<file path="src/rtl/lsu_pkg.sv">
// Shared types and constants for the load/store unit master.
package lsu_pkg;

  typedef enum logic [2:0] {
    StIdle,
    StRdLo,
    StRdHi,
    StRmwRd,
    StRmwWr,
    StWrLo,
    StWrHi,
    StResp
  } lsu_state_e;

  localparam logic [1:0] SZ_B = 2'b00;
  localparam logic [1:0] SZ_H = 2'b01;
  localparam logic [1:0] SZ_W = 2'b10;
  localparam logic [1:0] SZ_D = 2'b11;

  // Every non-double access touches a full 32-bit word of memory.
  localparam int unsigned FootNarrow = 4;
  localparam int unsigned FootDouble = 8;

  function automatic logic out_of_range(input logic [63:0] addr, input logic [1:0] size,
                                        input int unsigned mem_bytes);
    logic [63:0] foot;
    foot = (size == SZ_D) ? 64'(FootDouble) : 64'(FootNarrow);
    return addr > (64'(mem_bytes) - foot);
  endfunction

endpackage

</file>
<file path="src/rtl/lsu_extend.sv">
// Load sign/zero extension and store byte/half merge into a read word.
module lsu_extend
  import lsu_pkg::*;
(
  input  logic [1:0]  size_i,
  input  logic        unsigned_i,
  input  logic [31:0] lo_i,
  input  logic [31:0] hi_i,
  input  logic [15:0] wdata_i,
  output logic [63:0] load_data_o,
  output logic [31:0] merge_data_o
);

  always_comb begin
    load_data_o = '0;
    unique case (size_i)
      SZ_B:    load_data_o = {{56{~unsigned_i & lo_i[7]}}, lo_i[7:0]};
      SZ_H:    load_data_o = {{48{~unsigned_i & lo_i[15]}}, lo_i[15:0]};
      SZ_W:    load_data_o = {{32{~unsigned_i & lo_i[31]}}, lo_i};
      SZ_D:    load_data_o = {hi_i, lo_i};
      default: load_data_o = '0;
    endcase
  end

  always_comb begin
    merge_data_o = lo_i;
    if (size_i == SZ_B) begin
      merge_data_o = {lo_i[31:8], wdata_i[7:0]};
    end else if (size_i == SZ_H) begin
      merge_data_o = {lo_i[31:16], wdata_i};
    end
  end

endmodule

</file>
<file path="src/rtl/lsu_master.sv">
// Load/store unit master: sequences byte..double accesses over a 32-bit-per-beat memory port.
module lsu_master
  import lsu_pkg::*;
#(
  parameter int unsigned MEM_BYTES = 512
) (
  input  logic        clk_i,
  input  logic        reset_i,
  input  logic        req_valid_i,
  output logic        req_ready_o,
  input  logic        req_write_i,
  input  logic [1:0]  req_size_i,
  input  logic        req_unsigned_i,
  input  logic [63:0] req_addr_i,
  input  logic [63:0] req_wdata_i,
  output logic        rsp_valid_o,
  output logic [63:0] rsp_rdata_o,
  output logic        rsp_err_o,
  output logic        busy_o,
  output logic [63:0] mem_add_o,
  output logic [63:0] write_data_o,
  output logic        mem_write_o,
  output logic        mem_read_o,
  input  logic [63:0] read_data_i
);

  lsu_state_e  state_q, state_d;
  logic [63:0] addr_q, addr_d;
  logic [63:0] wdata_q, wdata_d;
  logic [1:0]  size_q, size_d;
  logic        write_q, write_d;
  logic        uns_q, uns_d;
  logic        err_q, err_d;
  logic [31:0] lo_q, lo_d;
  logic [31:0] hi_q, hi_d;

  logic [63:0] load_data;
  logic [31:0] merge_data;
  logic        unused_read_hi;

  assign unused_read_hi = ^read_data_i[63:32];

  lsu_extend u_extend (
    .size_i       (size_q),
    .unsigned_i   (uns_q),
    .lo_i         (lo_q),
    .hi_i         (hi_q),
    .wdata_i      (wdata_q[15:0]),
    .load_data_o  (load_data),
    .merge_data_o (merge_data)
  );

  assign req_ready_o = (state_q == StIdle);
  assign busy_o      = (state_q != StIdle);

  always_comb begin
    state_d      = state_q;
    addr_d       = addr_q;
    wdata_d      = wdata_q;
    size_d       = size_q;
    write_d      = write_q;
    uns_d        = uns_q;
    err_d        = err_q;
    lo_d         = lo_q;
    hi_d         = hi_q;
    mem_read_o   = 1'b0;
    mem_write_o  = 1'b0;
    mem_add_o    = '0;
    write_data_o = '0;
    rsp_valid_o  = 1'b0;
    rsp_rdata_o  = '0;
    rsp_err_o    = 1'b0;

    unique case (state_q)
      StIdle: begin
        if (req_valid_i) begin
          addr_d  = req_addr_i;
          wdata_d = req_wdata_i;
          size_d  = req_size_i;
          write_d = req_write_i;
          uns_d   = req_unsigned_i;
          lo_d    = '0;
          hi_d    = '0;
          err_d   = out_of_range(req_addr_i, req_size_i, MEM_BYTES);
          if (err_d) begin
            state_d = StResp;
          end else if (!req_write_i) begin
            state_d = StRdLo;
          end else if (req_size_i == SZ_W || req_size_i == SZ_D) begin
            state_d = StWrLo;
          end else begin
            state_d = StRmwRd;
          end
        end
      end
      StRdLo: begin
        mem_read_o = 1'b1;
        mem_add_o  = addr_q;
        lo_d       = read_data_i[31:0];
        state_d    = (size_q == SZ_D) ? StRdHi : StResp;
      end
      StRdHi: begin
        mem_read_o = 1'b1;
        mem_add_o  = addr_q + 64'd4;
        hi_d       = read_data_i[31:0];
        state_d    = StResp;
      end
      StRmwRd: begin
        mem_read_o = 1'b1;
        mem_add_o  = addr_q;
        lo_d       = read_data_i[31:0];
        state_d    = StRmwWr;
      end
      StRmwWr: begin
        mem_write_o  = 1'b1;
        mem_add_o    = addr_q;
        write_data_o = {32'd0, merge_data};
        state_d      = StResp;
      end
      StWrLo: begin
        mem_write_o  = 1'b1;
        mem_add_o    = addr_q;
        write_data_o = {32'd0, wdata_q[31:0]};
        state_d      = (size_q == SZ_D) ? StWrHi : StResp;
      end
      StWrHi: begin
        mem_write_o  = 1'b1;
        mem_add_o    = addr_q + 64'd4;
        write_data_o = {32'd0, wdata_q[63:32]};
        state_d      = StResp;
      end
      StResp: begin
        rsp_valid_o = 1'b1;
        rsp_err_o   = err_q;
        rsp_rdata_o = (err_q || write_q) ? 64'd0 : load_data;
        state_d     = StIdle;
      end
      default: state_d = StIdle;
    endcase
  end

  always_ff @(posedge clk_i or posedge reset_i) begin
    if (reset_i) begin
      state_q <= StIdle;
      addr_q  <= '0;
      wdata_q <= '0;
      size_q  <= '0;
      write_q <= 1'b0;
      uns_q   <= 1'b0;
      err_q   <= 1'b0;
      lo_q    <= '0;
      hi_q    <= '0;
    end else begin
      state_q <= state_d;
      addr_q  <= addr_d;
      wdata_q <= wdata_d;
      size_q  <= size_d;
      write_q <= write_d;
      uns_q   <= uns_d;
      err_q   <= err_d;
      lo_q    <= lo_d;
      hi_q    <= hi_d;
    end
  end

endmodule

</file>
<file path="config.mk">
export PLATFORM = sky130hd
export DESIGN_NAME = lsu_master
export DESIGN_NICKNAME = d
export VERILOG_FILES = /design/src/rtl/lsu_pkg.sv /design/src/rtl/lsu_extend.sv /design/src/rtl/lsu_master.sv
export SDC_FILE = /design/constraint.sdc
export NUM_CORES = 1
export LEC_CHECK = 0
export BUFFER_PORTS_ARGS = -buffer_cell sky130_fd_sc_hd__buf_4
export CORE_MARGIN = 8
export CORE_UTILIZATION = 45
export DETAILED_ROUTE_END_ITERATION = 12
export HOLD_SLACK_MARGIN = 0.12
export PLACE_DENSITY_LB_ADDON = 0.05
export SYNTH_ARGS = -nofsm -noshare
export SYNTH_HDL_FRONTEND = slang
export SYNTH_SLANG_ARGS = --single-unit
export TNS_END_PERCENT = 10
</file>
<file path="constraint.sdc">
create_clock -name clk_i -period 12 [get_ports clk_i]
set_input_delay 2.4 -clock clk_i [delete_from_list [all_inputs] [get_ports clk_i]]
set_output_delay 2.4 -clock clk_i [all_outputs]
set_load 0.05 [all_outputs]
</file>
== Word level (Yosys, flattened, before mapping) ==
Cells that the tools add are included.

* Add/sub/neg operators: 2
* $lt $le $gt $ge: 1
* Equality and inequality tests: 13
* Muxes and demuxes: 22
* Bitwise gates (word level): 4
* Reduce and logical (&&, ||, !) cells: 16

{| class="wikitable"
|+ Operators by type and width
! kind !! count
|-
| $pmux 64 s4 || 1
|-
| $mux 64 || 2
|-
| $pmux 32 s2 || 2
|-
| $pmux 64 s2 || 1
|-
| $pmux 32 s3 || 1
|-
| $add 64x3->64 const B || 1
|-
| $gt 64x64->1 || 1
|-
| $mux 16 || 2
|-
| $mux 32 || 1
|-
| $pmux 3 s6 || 1
|-
| $mux 3 || 5
|-
| $eq 3x3->1 const B || 4
|-
| $sub 10x4->11 const A || 1
|-
| $reduce_or 3->1 || 3
|-
| $eq 2x2->1 const B || 4
|-
| $eq 3x2->1 const B || 2
|-
| $reduce_and 2->1 || 3
|-
| $mux 1 || 5
|-
| $mux 4 || 1
|-
| $reduce_bool 2->1 || 2
|-
| $reduce_or 2->1 || 2
|-
| $reduce_or 4->1 || 1
|-
| $and 1x1->1 || 3
|-
| $eq 3x1->1 const B || 1
|-
| 7 further kinds || 8
|}

* Flip-flop bits (word level): 200
* Output and inout port bits: 198

== Logic depth before layout (Yosys ltp) ==
Gate-level depths: netlist of run 1.

* Depth in word-level cells: 7
* Gate-level depth with buffers: 9

== By module ==
Synthesis of run 1 repeated with hierarchy kept, for this count alone.

* Cell total of the unflattened synthesis: 1732
* Area, all modules: 12921.1 um^2

{| class="wikitable"
|+ By module, submodules not included
! module !! times used !! cells an instance !! area an instance (um^2) !! seq. area each (um^2)
|-
| lsu_master || 1 || 1547 || 11748.8 || 5004.8
|-
| lsu_extend || 1 || 185 || 1172.4 || 0.0
|}

== Least setup slack after synthesis of run 1 ==
OpenSTA, ideal clock, no wires.

* Path type: reg-to-output
* Start: register addr_q[2]
* End: output port mem_add_o[22]
* Data arrival time: 2.699 ns
* Slack: 6.901 ns
* Stages on the path, launching flop included: 8
* Path buffers: 1
* Path through: dfrtp_1 -> ha_1 -> nand3_1 -> nor3_1 -> clkbuf_1 -> and3_1 -> nand2_1 -> o21ai_0

* Longest elaborated chain between the ends: 2

{| class="wikitable"
|+ RTL lines
! element !! RTL line !! text
|-
| from (decl) || lsu_master.sv:28 || <nowiki>logic [63:0] addr_q, addr_d;</nowiki>
|-
| from (signal assigned) || lsu_master.sv:155 || <nowiki>addr_q <= addr_d;</nowiki>
|-
| $add 64x3->64 || lsu_master.sv:104, lsu_master.sv:128 ||
|-
| $pmux 64 s2 || lsu_master.sv:74 || <nowiki>unique case (state_q)</nowiki>
|-
| to (decl) || lsu_master.sv:20 || <nowiki>output logic [63:0] mem_add_o,</nowiki>
|}

No other way between the ends.

== Worst setup path in the final report of run 1 ==
* Start: register size_q[1]
* End: output port rsp_rdata_o[55]

* Longest elaborated chain between the ends: 4
* Elaborated cells on any way between the ends: 7
* Classes of those cells: eq/ne (3); mux (3); reduce/logical (1)

{| class="wikitable"
|+ RTL lines
! element !! RTL line !! text
|-
| from (decl) || lsu_master.sv:30 || <nowiki>logic [1:0] size_q, size_d;</nowiki>
|-
| from (signal assigned) || lsu_master.sv:157 || <nowiki>size_q <= size_d;</nowiki>
|-
| $eq 2x2->1, or another cell as far along || lsu_extend.sv:16 || <nowiki>unique case (size_i)</nowiki>
|-
| $pmux 64 s4 * || lsu_extend.sv:16 ||
|-
| $mux 64 * || lsu_master.sv:135 || <nowiki>rsp_rdata_o = (err_q || write_q) ? 64'd0 : load_data;</nowiki>
|-
| $mux 64 * || lsu_master.sv:74 ||
|-
| to (decl) || lsu_master.sv:17 || <nowiki>output logic [63:0] rsp_rdata_o,</nowiki>
|}

Mark *: on every way between the ends. The rest lies on a longest branch, timed or not. The select of a mux whose other input is x is not followed.

==> results of run 1 <==
logic make-up after synthesis:
kind of cell	after synthesis	synth area share, %
muxes	19	1.62
buffers and inverters	178	6.94
adders and majority gates	2	0.213
DFF	200	42.6
other	1	0.0320
and+or+nand+nor	939	35.1
AOI/OAI and AO/OA	275	13.5
layout by cell type, fill, tap and decap left out, types with 6 or more instances in the layout:
cell         n
nand2_1    619
buf_4      347
dfrtp_1    199
o21ai_0    110
a21oi_1     88
nand3_1     75
nor2_1      63
nand4_1     42
conb_1      32
inv_1       29
nor2b_1     26
nor4_1      25
and2_1      19
mux2i_1     19
a31oi_1     17
clkbuf_16   17
nor3_1      14
o211ai_1    14
or4_1       14
or3_1       12
a22oi_1      8
o31a_1       7
and3_1       7
a222oi_1     6
worst paths after layout:
check,cells after the start,slack [ns],end,start
max,4,5.99,rsp_rdata_o[55],size_q[1]$_DFFE_PP0P_
min reg2reg,2,0.48,wdata_q[49]$_DFFE_PP0P_,wdata_q[49]$_DFFE_PP0P_
min in group asynchronous,2,2.00,addr_q[50]$_DFFE_PP0P_,reset_i
min,2,0.48,wdata_q[49]$_DFFE_PP0P_,wdata_q[49]$_DFFE_PP0P_
max reg2reg,7,8.60,addr_q[44]$_DFFE_PP0P_,state_q[1]$_DFFE_PP0P_
max in group asynchronous,4,8.00,wdata_q[46]$_DFFE_PP0P_,reset_i
routing by layer:
| layer | routed length (um) | track usage [%] | vias up |
|---|---|---|---|
| met4 | 1030 | 8.34 | 0 |
| met2 | 20200 | 41.9 | 517 |
| met1 | 16800 | 33.2 | 5723 |
| li1 | - | - | 5860 |
| met3 | 3940 | 7.21 | 63 |
| met5 | 0 | 0 | - |
worst min-delay path, stage by stage, from the launching register on:
cell and delay, ns:
dfrtp_1 0.34, nand2_1 0.05, nand2_1 0.06
final cells by class:
class / instances / area [um^2]
fill: 2504 / 11000
inverter: 30 / 120
multi-input combinational: 1267 / 6070
timing repair buffer: 347 / 2610
tap: 335 / 419
clock inverter: 14 / 174
antenna: 4 / 10.0
sequential: 200 / 5010
clock buffer: 18 / 439
synthesized netlist by cell type (12+ instances only):
master	count	area, um^2
nand2_1	622	2330
dfrtp_1	200	5000
o21ai_0	110	551
clkbuf_1	89	334
a21oi_1	88	440
nand3_1	75	375
nor2_1	65	244
nand4_1	42	263
buf_4	33	248
inv_1	30	113
nor2b_1	27	169
nor4_1	25	156
and2_1	20	125
mux2i_1	19	190
a31oi_1	17	106
buf_2	17	85.1
nor3_1	14	70.1
o211ai_1	14	105
or4_1	14	105
or3_1	12	75.1
power by group through the flow:
stage	logic, mW	clock network [mW]	registers [mW]
2_1_floorplan	1.59	0	1.16
3_3_place_gp	2.13	0	1.28
3_5_place_dp	2.16	0	1.29
4_1_cts	2.16	0.614	1.28
5_1_grt	2.33	0.642	1.33
6_report	2.15	0.607	1.29
flip-flops by register name, summed over array words and instances, names as in the netlist:
signal and cells:
hi_q 32, err_q 1, lo_q 32, addr_q 64, wdata_q 64, uns_q 1, state_q 3, write_q 1
size_q 2
per-stage QoR:
stage                     cell area [um^2]  hold WS (ns)  std cells  worst slack [ns]  utilization (%)
after floorplan                      11900         0.439       1645              4.15                -
after global placement               14200         0.451       2179              6.52             55.0
after detailed placement             14200         0.462       2179              6.49             55.0
after CTS                            14800         0.481       2211              6.00             57.4
after global routing                 14800         0.502       2215              5.72             57.4
final                                14800         0.477       2215              5.99             57.4
==> impl_results.md, run 1 <==
- Power per cell area: 273 nW/um^2
- DRT antenna net count: 0
- Final setup fails: 0
- Clock latency on the worst-skew pair: 0.45 ns
- Share of total power in combinational logic: 53.1%
- CP Launch Type: register
- First-pass GRT wire length: 65300 um
- Syn-to-layout area delta: 26.4%
- Switch share: 52.8%
- Die height: 177 um
- Setup Skew: 0.0188 ns
- Status: complete, no violations
- Crit path kind: reg2out
- Pleak: 7.36 nW
- Final nets: 2064
- Largest net degree at the start of global routing: 101
- Tightest Hold Check Type: reg2reg
- # IOs: 397
- Initial core utilization: 45.4%
- Clock H-tree levels: 4
- Final hold vios: 0
- Detailed-route via count: 12200
- Mapped Avg Cell Area: 7.27 um^2
- Fin. max-slew vios: 0
- Max-cap violations: 0
- Final TNS setup: 0 ns
- # rows: 59
- Residual DRC: 0
- Full die area: 31500 um^2
- Highest clock rate: 166 MHz
- Element type at the critical path end: output pin
- Post-synthesis sequential area ratio: 42.6%
- Horiz. Die Dim: 177 um
- Cell area after synthesis: 11700 um^2
- Relative slew margins: 14.0%
- Cell count after synthesis: 1614
- WL final: 42000 um
- Crit path cell chain: a21o_1 > o31a_1 > a21oi_1 > buf_4
- Setup bufs post-CTS: 0
- Clk buf depth: 2
- Drt via density: 5.49
- Ratio of cells with drive above 1 in the final layout: 21.2%
- Internal power: 1.91 mW
- Final Cycle Share: 50.1%
- Hold-fix buffers at CTS: 0
- Clk pwr share: 15.0%
- GP Congestion: 0.916
- Synth Register Bits: 200
- Slowest-stage cell, CP: o31a_1
- Post-CTS resize count: 0
- DR pass1 iterations: 6
- Sink Count: 200
- CTS tree: built
- Max VDD drop: 0.173 mV
- Tmin final: 6.01 ns
- Routed length per instance: 19.0 um
- CTS buffer count: 17
- Number of synthesized flops with an enable pin: 0
- Top FF cell, synth: dfrtp_1
- Critical Path Max Stage Delay: 1.11 ns
- Flop pwr share: 31.9%
- Synth cell types: 52
- Vias in the first global route: 11800
- Core ar.: 25800 um^2
- Total GRT Usage: 25.9%
- Least-Margin Pin Slew: 1.29 ns
- Total gr overflow: 0
- CP delay by family, top: compound AO/OA/AOI/OAI gates
- # port buffers: 332
- Final total power: 4.05 mW
- Psw: 2.14 mW
- Root buf cell: clkbuf_16
- Unrepaired setup endpoints after global routing: false
- DP HPWL: 30000 um
- Drt first-iter violations: 1147
- Synth warn: 0
- CP Max Fanout: 32
- Share of flip-flops with an asynchronous set or reset: 100%
- Initial antenna violation count: 4
- Critical Path RT: 9.60 ns
- Clock transition at path regs: 0.07 ns
- Arrival time worst endpoint: 3.61 ns
- CP bufs+invs: 1
Note: power is estimated with default switching activity, not from simulation.
==> inputs of run 2 (changes only) <==
==> constraint.sdc (replaced) <==
create_clock -name clk_i -period 4.9 [get_ports clk_i]
set_input_delay 0.98 -clock clk_i [delete_from_list [all_inputs] [get_ports clk_i]]
set_output_delay 0.98 -clock clk_i [all_outputs]
set_load 0.05 [all_outputs]
==> run 2 against run 1 <==
Net effect: non-clock buffer count rose by 8; combinational power rose by 150%; count of clock-buffer cells in the layout did not move; global-route usage grew 0.31 points; sequential cell count did not move.
==> impl_results.md, run 2 (synthesis gave the netlist of run 1 again) <==
- Relative slew margins: 8.60%
- Clock transition at path regs: 0.08 ns
- Wire length on met2: 21100 um
- Internal power: 4.65 mW
- Setup bufs post-CTS: 0
- Top cell by count, worst path: nand3_1
- Die height: 177 um
- DRT antenna net count: 0
- Residual DRC: 0
- Worst hold path depth: 2
- Initial antenna violation count: 1
- Max VDD drop: 0.461 mV
- Largest regs: addr_q x64, wdata_q x64
- Vias in the first global route: 11700
- Total GRT Usage: 26.2%
- Syn-to-layout area delta: 26.9%
- Slowest-stage cell, CP: or4_1
- CTS tree: built
- Psw: 5.26 mW
- Horiz. Die Dim: 177 um
- Clock H-tree levels: 4
- Fill cells: 2514
- Hold_sp: addr_q[0]$_DFFE_PP0P_
- CTS buffer count: 17
- Routed length per instance: 19.3 um
- Pre-CTS setup slack: 1.04 ns
- WL final: 42800 um
- Initial core utilization: 45.4%
- Tightest Hold Check Type: reg2reg
- Highest clock rate: 230 MHz
- Status: complete, no violations
- GP Congestion: 0.923
- Total gr overflow: 0
- Pleak: 7.38 nW
- Most frequent cells in the layout: 619 x nand2_1, 352 x buf_4, 199 x dfrtp_1
- Ratio of cells with drive above 1 in the final layout: 21.5%
- Hold-fix buffers at CTS: 0
- Core ar.: 25800 um^2
- Drt via density: 5.52
- Fin Hold WS: 0.478 ns
- Power per cell area: 665 nW/um^2
- Worst path depth: 7
- Clock latency on the worst-skew pair: 0.45 ns
- # IOs: 397
- # port buffers: 332
- Share of total power in combinational logic: 54.1%
- Unrepaired setup endpoints after global routing: false
- R2R Path Start: state_q[1]$_DFFE_PP0P_
- Met1 wire length: 17800 um
- Crit path kind: reg2out
- Clk buf depth: 2
- Final setup fails: 0
- CP bufs+invs: 1
- DP HPWL: 30900 um
- Fin. max-slew vios: 0
- Area of the multi-input gates: 6070 um^2
- Max-cap violations: 0
- Final Cycle Share: 88.7%
- Met3 wire length: 3450 um
- Switch share: 53.1%
- Least-Margin Pin Slew: 1.37 ns
- Fin util: 57.6%
- R2r endpoint: hi_q[20]$_DFFE_PP0P_
- Detailed-route via count: 12300
- Hold EP: addr_q[0]$_DFFE_PP0P_
- Full die area: 31500 um^2
- R2R setup slack: 1.44 ns
- Root buf cell: clkbuf_16
- DR pass1 iterations: 6
- Path depth of the worst reg2reg path: 5
- Element type at the critical path end: output pin
- Final hold vios: 0
- Top sig layer: met4
- Final TNS setup: 0 ns
- Sink Count: 200
- Crit path cell chain: ha_1 > nand3_1 > nor3_1 > nand4_1 > or4_1 > nand3_1 > buf_4
- Critical Path RT: 3.92 ns
- Final nets: 2072
- Post-CTS resize count: 0
- CP delay by family, top: simple AND/OR/NAND/NOR gates
- Flop pwr share: 31.7%
- Largest net degree at the start of global routing: 104
- Final total power: 9.91 mW
- CP Launch Type: register
- Setup Skew: 0.0168 ns
- Tmin final: 4.34 ns
- Commonest non-fill, non-tap cell in the layout: nand2_1
- Sequential cell area: 5010 um^2
- Critical Path Max Stage Delay: 0.61 ns
- Arrival time worst endpoint: 3.36 ns
- Clk pwr share: 14.2%
- CP Max Fanout: 12
- First-pass GRT wire length: 65600 um
- # rows: 59
- Drt first-iter violations: 1192
- Setup ws final: 0.556 ns
[run 2: power groups by stage]
stage / Combinational, mW / Sequential (mW) / Clock [mW]
detailed placement: 5.36 / 3.14 / 0
global route: 5.76 / 3.25 / 1.50
global placement: 5.29 / 3.12 / 0
finish: 5.36 / 3.14 / 1.41
floorplan: 3.89 / 2.85 / 0
CTS: 5.37 / 3.12 / 1.44
[run 2: tightest hold or removal path, cell delays in order, from the launching register on]
cell     delay [ns]
dfrtp_1        0.35
nand2_1        0.05
nand2_1        0.05
[run 2: worst max-delay path by stage]
stage / startpoint / end / slack, ns
6_report: addr_q[2]$_DFFE_PP0P_ / mem_add_o[54] / 0.56
5_1_grt: addr_q[2]$_DFFE_PP0P_ / mem_add_o[62] / 0.35
4_1_cts: addr_q[2]$_DFFE_PP0P_ / mem_add_o[54] / 0.54
3_5_place_dp: addr_q[2]$_DFFE_PP0P_ / mem_add_o[54] / 1.04
3_3_place_gp: addr_q[2]$_DFFE_PP0P_ / mem_add_o[54] / 1.11
2_1_floorplan: addr_q[2]$_DFFE_PP0P_ / mem_add_o[22] / 1.22
[run 2: final cells by class]
type	instances	share of cell area, %
Antenna cell	1	0.0168
Clock buffer	18	2.95
Clock inverter	13	0.907
Inverter	30	0.781
Multi-Input combinational cell	1267	40.8
Sequential cell	200	33.6
Tap cell	335	2.81
Timing Repair Buffer	355	18.1
[run 2: through the flow]
step / instances / cell area (um^2)
floorplan: 1645 / 11900
global placement: 2187 / 14300
detailed placement: 2187 / 14300
CTS: 2218 / 14900
global route: 2219 / 14900
finish: 2219 / 14900
[run 2: routing by layer]
layer,GRT usage (%),up-vias
li1,-,5872
met1,33.8,5846
met2,44.2,499
met3,6.15,38
met4,5.87,0
met5,0,-
